$ cat src/rtl/restoring_divider_if.sv
// Handshake and operand/result bundle between the control unit and the
// restoring divider.
//   start        request pulse, operands sampled on the accepting edge
//   dividend     unsigned dividend
//   divisor      unsigned divisor
//   quotient     registered quotient of the last completed operation
//   remainder    registered remainder of the last completed operation
//   busy         division in progress
//   done         one-cycle completion pulse
//   div_by_zero  last completed operation had a zero divisor
// master: control unit side; slave: divider side.
interface restoring_divider_if #(
    parameter int WIDTH = 32
);
    logic             start;
    logic [WIDTH-1:0] dividend;
    logic [WIDTH-1:0] divisor;
    logic [WIDTH-1:0] quotient;
    logic [WIDTH-1:0] remainder;
    logic             busy;
    logic             done;
    logic             div_by_zero;

    modport master (
        output start, dividend, divisor,
        input  quotient, remainder, busy, done, div_by_zero
    );

    modport slave (
        input  start, dividend, divisor,
        output quotient, remainder, busy, done, div_by_zero
    );
endinterface

$ cat src/rtl/restoring_divider.sv
// Multi-cycle unsigned restoring divider: one trial subtraction and one
// quotient bit per clock, MSB first. A zero divisor completes in one cycle
// with an all-ones quotient and the dividend as remainder.
//   clk  system clock, rising edge
//   rst  asynchronous reset, active-low
//   bus  restoring_divider_if.slave (start/operands in, results/status out)
//
// state | meaning
// IDLE  | waiting for start
// RUN   | iterating, one quotient bit per clock
// FIN   | done pulse cycle; start accepted here as in IDLE
module restoring_divider #(
    parameter int WIDTH = 32
) (
    input  logic                  clk,
    input  logic                  rst,
    restoring_divider_if.slave    bus
);

    localparam int CNT_W = (WIDTH > 1) ? $clog2(WIDTH) : 1;

    typedef enum logic [1:0] {
        IDLE = 2'd0,
        RUN  = 2'd1,
        FIN  = 2'd2
    } state_t;

    state_t             state;
    state_t             state_next;

    logic [WIDTH-1:0]   q_w;
    logic [WIDTH-1:0]   d_w;
    logic [WIDTH:0]     r_w;
    logic [CNT_W-1:0]   cnt;

    logic               accept;
    logic               div_zero;
    logic               last_iter;

    logic [WIDTH+1:0]   rem_ext;
    logic [WIDTH+1:0]   trial;
    logic               trial_neg;
    logic [WIDTH:0]     r_next;
    logic [WIDTH-1:0]   q_next;

    assign accept    = bus.start && ((state == IDLE) || (state == FIN));
    assign div_zero  = (bus.divisor == '0);
    assign last_iter = (cnt == CNT_W'(WIDTH - 1));

    // One restoring step. The subtraction is one bit wider than the partial
    // remainder so its top bit is a clean borrow/sign flag.
    always_comb begin
        rem_ext   = {r_w, q_w[WIDTH-1]};
        trial     = rem_ext - {2'b00, d_w};
        trial_neg = trial[WIDTH+1];
        r_next    = trial_neg ? rem_ext[WIDTH:0] : trial[WIDTH:0];
        q_next    = {q_w[WIDTH-2:0], ~trial_neg};
    end

    always_ff @(posedge clk or negedge rst) begin
        if (!rst) begin
            state <= IDLE;
        end else begin
            state <= state_next;
        end
    end

    always_comb begin
        state_next = state;
        case (state)
            IDLE: begin
                if (accept) begin
                    state_next = div_zero ? FIN : RUN;
                end
            end
            RUN: begin
                if (last_iter) begin
                    state_next = FIN;
                end
            end
            FIN: begin
                if (accept) begin
                    state_next = div_zero ? FIN : RUN;
                end else begin
                    state_next = IDLE;
                end
            end
            default: state_next = IDLE;
        endcase
    end

    always_comb begin
        bus.busy = (state == RUN);
        bus.done = (state == FIN);
    end

    always_ff @(posedge clk or negedge rst) begin
        if (!rst) begin
            q_w             <= '0;
            d_w             <= '0;
            r_w             <= '0;
            cnt             <= '0;
            bus.quotient    <= '0;
            bus.remainder   <= '0;
            bus.div_by_zero <= 1'b0;
        end else if (accept) begin
            q_w <= bus.dividend;
            d_w <= bus.divisor;
            r_w <= '0;
            cnt <= '0;
            if (div_zero) begin
                bus.quotient    <= '1;
                bus.remainder   <= bus.dividend;
                bus.div_by_zero <= 1'b1;
            end else begin
                bus.div_by_zero <= 1'b0;
            end
        end else if (state == RUN) begin
            q_w <= q_next;
            r_w <= r_next;
            cnt <= cnt + CNT_W'(1);
            if (last_iter) begin
                bus.quotient  <= q_next;
                bus.remainder <= r_next[WIDTH-1:0];
            end
        end
    end

endmodule

$ cat src/flat_wrapper.sv
// flat-port wrapper written by rule: the top's interface ports become plain ports
module restoring_divider_flat 
#(
    parameter int WIDTH = 32
)
  (clk, rst, bus_start, bus_dividend, bus_divisor, bus_quotient, bus_remainder, bus_busy, bus_done, bus_div_by_zero);
  restoring_divider_if #(.WIDTH(WIDTH)) bus_i ();
  input  logic clk;
  input  logic rst;
  input wire logic [$bits(bus_i.start)-1:0] bus_start;
  input wire logic [$bits(bus_i.dividend)-1:0] bus_dividend;
  input wire logic [$bits(bus_i.divisor)-1:0] bus_divisor;
  output wire logic [$bits(bus_i.quotient)-1:0] bus_quotient;
  output wire logic [$bits(bus_i.remainder)-1:0] bus_remainder;
  output wire logic [$bits(bus_i.busy)-1:0] bus_busy;
  output wire logic [$bits(bus_i.done)-1:0] bus_done;
  output wire logic [$bits(bus_i.div_by_zero)-1:0] bus_div_by_zero;
  assign bus_i.start = bus_start;
  assign bus_i.dividend = bus_dividend;
  assign bus_i.divisor = bus_divisor;
  assign bus_quotient = bus_i.quotient;
  assign bus_remainder = bus_i.remainder;
  assign bus_busy = bus_i.busy;
  assign bus_done = bus_i.done;
  assign bus_div_by_zero = bus_i.div_by_zero;
  restoring_divider #(.WIDTH(WIDTH)) u_core (.clk(clk), .rst(rst), .bus(bus_i));
endmodule
$ cat config.mk
export PLATFORM = sky130hd
export DESIGN_NAME = restoring_divider_flat
export DESIGN_NICKNAME = d
export VERILOG_FILES = /design/src/rtl/restoring_divider_if.sv /design/src/rtl/restoring_divider.sv /design/src/flat_wrapper.sv
export SDC_FILE = /design/constraint.sdc
export NUM_CORES = 1
export LEC_CHECK = 0
export CAP_MARGIN = 20
export CORE_MARGIN = 2
export CORE_UTILIZATION = 40
export CTS_BUF_LIST = sky130_fd_sc_hd__clkbuf_4
export DETAILED_ROUTE_END_ITERATION = 8
export GPL_ROUTABILITY_DRIVEN = 0
export MAX_ROUTING_LAYER = met4
export PLACE_DENSITY = 0.64
export SYNTH_ARGS = -nofsm -noshare
export SYNTH_HDL_FRONTEND = slang
export SYNTH_SLANG_ARGS = --single-unit
$ cat constraint.sdc
create_clock -name clk -period 5 [get_ports clk]
set_input_delay 0.5 -clock clk [delete_from_list [all_inputs] [get_ports clk]]
set_output_delay 0.5 -clock clk [all_outputs]
set_load 0.1 [all_outputs]
# ---- Word-level counts from Yosys, hierarchy flattened
# Cells that the tools add are included.
dict set report totals {
  ff_bits 169
  elab_cells 46
  mem_bits_ro 0
  latchBits 0
  out_inout_bits 67
  mem_bits_rw 0
  mem_count 0
  inputBits 67
}
dict set report classes {
  n_addsub 2
  n_bitwise 1
  reduce_logical 8
  n_shift 0
  order_cmp 0
  n_mul 0
  n_mux 21
  eq_ne 6
  n_div 0
}
# operator n
set op_table {}
lappend op_table {{32-bit 2-to-1 mux} 10}
lappend op_table {{33-bit 2-to-1 mux} 3}
lappend op_table {{34-bit by 32-bit subtractor with 34-bit output} 1}
lappend op_table {{32-bit zero test} 1}
lappend op_table {{5-bit 2-to-1 mux} 2}
lappend op_table {{2-bit 2-to-1 mux} 4}
lappend op_table {{2-bit case mux with 3 select lines} 1}
lappend op_table {{5-bit by 1-bit adder with 5-bit output, second input constant} 1}
lappend op_table {{5-bit == test, second input constant} 1}
lappend op_table {{2-bit by 1-bit != test with 1-bit output, second input constant} 2}
lappend op_table {{2-bit nonzero test} 2}
lappend op_table {{3-bit AND reduction} 1}
lappend op_table {{2-bit by 1-bit == test with 1-bit output, second input constant} 1}
lappend op_table {{2-bit == test, second input constant} 1}
lappend op_table {{2-bit zero test} 1}
lappend op_table {{2-bit != test, second input constant} 1}
lappend op_table {{2-bit AND reduction} 1}
lappend op_table {{1-bit logical AND} 1}
lappend op_table {{1-bit logical OR} 1}
lappend op_table {{1-bit 2-to-1 mux} 1}
lappend op_table {{1-bit NOT} 1}

# ---- Longest topological paths before layout
dict set report depth {
  word_depth 5
  ltp_mapped 15
  ltp_nobuf 13
}

# ---- Least setup slack after synthesis
# Ideal clock, no wire load.
dict set report synth_path {
  kind {register -> register}
  startpoint {register u_core.q_w[31]}
  endpoint {register u_core.bus.remainder[28]}
  setup_slack_ns 2.039
  arrival_time_ns 2.838
  period_less_slack_ns 2.961
  required_ns 4.877
  path_stages_with_launch 14
  cell_sequence {dfrtp_1 -> inv_1 -> ha_1 -> inv_1 -> fa_1 -> a21o_1 -> a221oi_2 -> a211o_1 -> a41oi_1 -> a21boi_2 -> o21bai_1 -> a221oi_2 -> xnor2_1 -> o221a_2}
}
dict set report synth_via {
  elab_chain_cells 5
}
# element line
set synth_lines {}
lappend synth_lines {{start: declaration} restoring_divider.sv:31} ;# logic [WIDTH-1:0] q_w;
lappend synth_lines {{start signal: assignment} restoring_divider.sv:107} ;# q_w <= bus.dividend;
lappend synth_lines {{start signal: assignment} restoring_divider.sv:119} ;# q_w <= q_next;
lappend synth_lines {{34-bit by 32-bit subtractor with 34-bit output} restoring_divider.sv:54} ;# trial = rem_ext - {2'b00, d_w};
lappend synth_lines {{33-bit 2-to-1 mux} restoring_divider.sv:56} ;# r_next = trial_neg ? rem_ext[WIDTH:0] : trial[WIDTH:0];
lappend synth_lines {{32-bit 2-to-1 mux} restoring_divider.sv:122} ;# if (last_iter) begin
lappend synth_lines {{32-bit 2-to-1 mux} restoring_divider.sv:118} ;# end else if (state == RUN) begin
lappend synth_lines {{32-bit 2-to-1 mux} restoring_divider.sv:106} ;# end else if (accept) begin
lappend synth_lines {{end signal: assignment} restoring_divider.sv:113} ;# bus.remainder <= bus.dividend;
lappend synth_lines {{end signal: assignment} restoring_divider.sv:124} ;# bus.remainder <= r_next[WIDTH-1:0];
lappend synth_lines {{end: declaration} restoring_divider_if.sv:31} ;# output quotient, remainder, busy, done, div_by_zero
# No other way between the ends. The select of a mux whose other input is x is not followed.
# A chain may end at the register's enable or synchronous reset.

# ---- Final worst setup path
dict set report layout_path {
  startpoint {register u_core.r_w[9]}
  endpoint {register u_core.bus.remainder[13]}
}
dict set report layout_via {
  elab_chain_cells 5
}
# element line
set layout_lines {}
lappend layout_lines {{start: declaration} restoring_divider.sv:33} ;# logic [WIDTH:0] r_w;
lappend layout_lines {{start signal: assignment} restoring_divider.sv:120} ;# r_w <= r_next;
lappend layout_lines {{34-bit by 32-bit subtractor with 34-bit output} restoring_divider.sv:54}
lappend layout_lines {{33-bit 2-to-1 mux} restoring_divider.sv:56}
lappend layout_lines {{32-bit 2-to-1 mux} restoring_divider.sv:122}
lappend layout_lines {{32-bit 2-to-1 mux} restoring_divider.sv:118}
lappend layout_lines {{32-bit 2-to-1 mux} restoring_divider.sv:106}
# No other way between the ends. The select of a mux whose other input is x is not followed.

==> flow_summary.toml <==
[timing]
hold_viol = 0
worst_clock_skew_ns = 0.0266
tns_ns = 0
finalCritPeriodShare_pct = 81.0
max_slew.worst_pin.slew_ns = 1.03
slew_viol_final = 0
fmax_mhz = 247
post-route-min-period_ns = 4.05
grt_setup_unrepaired = "false"
relSlewSlack_pct = 30.8
setup_viol = 0

[die]
start_util_pct = 40.8
ios = 134
die_area_um2 = 24300
fp.coreArea_um2 = 22600
die_h_um = 156
placementRows = 55
die_w_um = 156

[routing]
drtPass1Iterations = 7
first_iter_violations = 672
detail_route.vias_per_cell = 5.55
wirelength_um = 25800
avgRoutedWirePerCell_um = 17.7
dr_total_vias = 8086
antenna_left = 0
drc = 0

[worst_setup_path]
cp-end-kind = "flip-flop"
critPathKind = "reg -> reg"
critPathLaunchType = "flip-flop"
crit_arrival_ns = 4.51
required_ns = 5.46
crit_fanout = 26

[logic_synthesis]
synth-seq-cells = 169
syn_inst = 1062
yosysWarnings = 0
ys_types = 57
synthArstFlopShare_pct = 100
ys.flop_type = "dfrtp_1"
synth_edf_count = 0
synth_nets = 1164
mappedNetlistArea_um2 = 9240
yosysSeqAreaShare_pct = 45.8
avgSynthCellArea_um2 = 8.70

[cts]
clk_latency_ns = 0.61
clock-root-buffer = "clkbuf_4"
path_clk_slew_ns = 0.17
cts_tree = "built"
htreeDepth = 4
cts_buffers = 17
cts.sinks = 169
clk_path_buf_depth = 2
cts_hold_buf = 1
cts_setup_buffers = 0
cts-resized-gates = 0

[grt]
grt_max_degree = 89
grt-ovfl-total = 0
met2_usage_pct = 30.6
gr-usage-met1_pct = 34.3
grt_antenna_before_repair = 1
grt_pass1_vias = 7583
use_met3_pct = 2.78
grt_pass1_wl_um = 41700
busiest_layer = "met1"
grt_use_total_pct = 22.4

[finish]
layout_commonest_cell = "nand2_1"
syn_to_final_growth_pct = 19.5
nets = 1259
layout_common_cells = "nand2_1, dfrtp_1, clkdlybuf4s50_1"
drive_gt1_share_pct = 5.56
fillCellCount = 2207

[run]
cap_violations = 0

[place]
dp_hpwl_um = 18600
port_buffers = 133

[status]
status = "complete, no violations"

[worst_hold_path]
hp-class = "in -> reg"
sequential cells by signal, summed over array words and instances (netlist names):
register	flops
u_core.d_w	32
u_core.bus.remainder	32
u_core.bus.quotient	32
u_core.cnt	5
u_core.state	2
u_core.bus.div_by_zero	1
u_core.r_w	33
u_core.q_w	32
final timing paths:
path	from	endpoint	slack, ns	cells after the start
setup / recovery	u_core.r_w[9]$_DFFE_PN0P_	u_core.bus.remainder[13]$_DFFE_PN0P_	0.95	12
max in group asynchronous	rst	u_core.r_w[1]$_DFFE_PN0P_	3.37	3
setup reg to reg	u_core.r_w[9]$_DFFE_PN0P_	u_core.bus.remainder[13]$_DFFE_PN0P_	0.95	12
hold reg to reg	u_core.cnt[3]$_DFFE_PN0P_	u_core.cnt[3]$_DFFE_PN0P_	0.49	1
min in group asynchronous	rst	u_core.bus.quotient[8]$_DFFE_PN0P_	0.52	2
hold / removal	bus_divisor[28]	u_core.d_w[28]$_DFFE_PN0P_	0.46	3
cell families (layout without fill, tap and decap cells):
group                    count (synthesis)  count (layout)  share of synthesized area [%]
AND/OR/NAND/NOR                        404             404                           19.1
multiplexers                            27              27                           2.93
XOR/XNOR                                31              31                           2.94
flip-flops                             169             169                           45.8
AO/OA/AOI/OAI                          285             285                           19.5
buffers and inverters                  111             219                           4.92
other                                    0               1                              0
adder cells (fa/ha/maj)                 35              35                           4.82
through the flow:
step	cells	setup WS, ns	cell area [um^2]	hold slack, ns	utilization, %
6_report	1456	0.951	11000	0.460	48.8
5_1_grt	1456	0.741	11000	0.425	48.8
4_1_cts	1455	0.969	11000	0.424	48.8
3_5_place_dp	1422	1.01	10700	0.476	47.4
3_3_place_gp	1422	1.07	10700	0.468	47.4
2_1_floorplan	1062	2.04	9240	0.204	-
cell type report:
| cell class | count | area [um^2] | area share (%) |
|---|---|---|---|
| multi-input cells | 782 | 4570 | 41.4 |
| flip-flops and latches | 169 | 4230 | 38.3 |
| repair buffers | 148 | 1450 | 13.1 |
| well taps | 285 | 357 | 3.23 |
| clock inverters | 15 | 158 | 1.43 |
| inverters | 39 | 146 | 1.33 |
| clock buffers | 17 | 128 | 1.16 |
| diodes | 1 | 2.50 | 0.0227 |
worst max-delay path, cell delays in order, from the launching register on:
cell and delay [ns]:
dfrtp_1 0.47, ha_1 0.43, a21oi_2 0.24, o21ai_1 0.13, nor3_1 0.22, nand3_1 0.17, and4_4 0.21, o21ai_0 0.13
buf_4 0.22, and2_1 0.70, buf_4 0.43, mux2i_1 0.40, a221oi_1 0.15
per-layer routing:
layer | part of all wire [%] | wire length [um] | vias up
met5 | 0 | 0 | -
met4 | 1.9 | 483 | 0
met3 | 5.4 | 1410 | 34
met1 | 51 | 13200 | 3867
li1 | - | - | 3924
met2 | 41 | 10700 | 261
cells in the mapped netlist, types with 20 or more instances:
master / count / share of area, %
nand3_1: 51 / 2.8
a21oi_1: 53 / 2.9
nor2_1: 59 / 2.4
o21ai_0: 99 / 5.4
and3_1: 24 / 1.6
ha_1: 34 / 4.6
a31oi_1: 35 / 2.4
mux2i_1: 27 / 2.9
clkbuf_1: 59 / 2.4
xnor2_1: 20 / 1.9
nand2_1: 223 / 9.1
dfrtp_1: 169 / 46
inv_1: 38 / 1.5
Power is not shown: default switching activity piles up to over one toggle a cycle in this logic, so the estimate is an artifact.
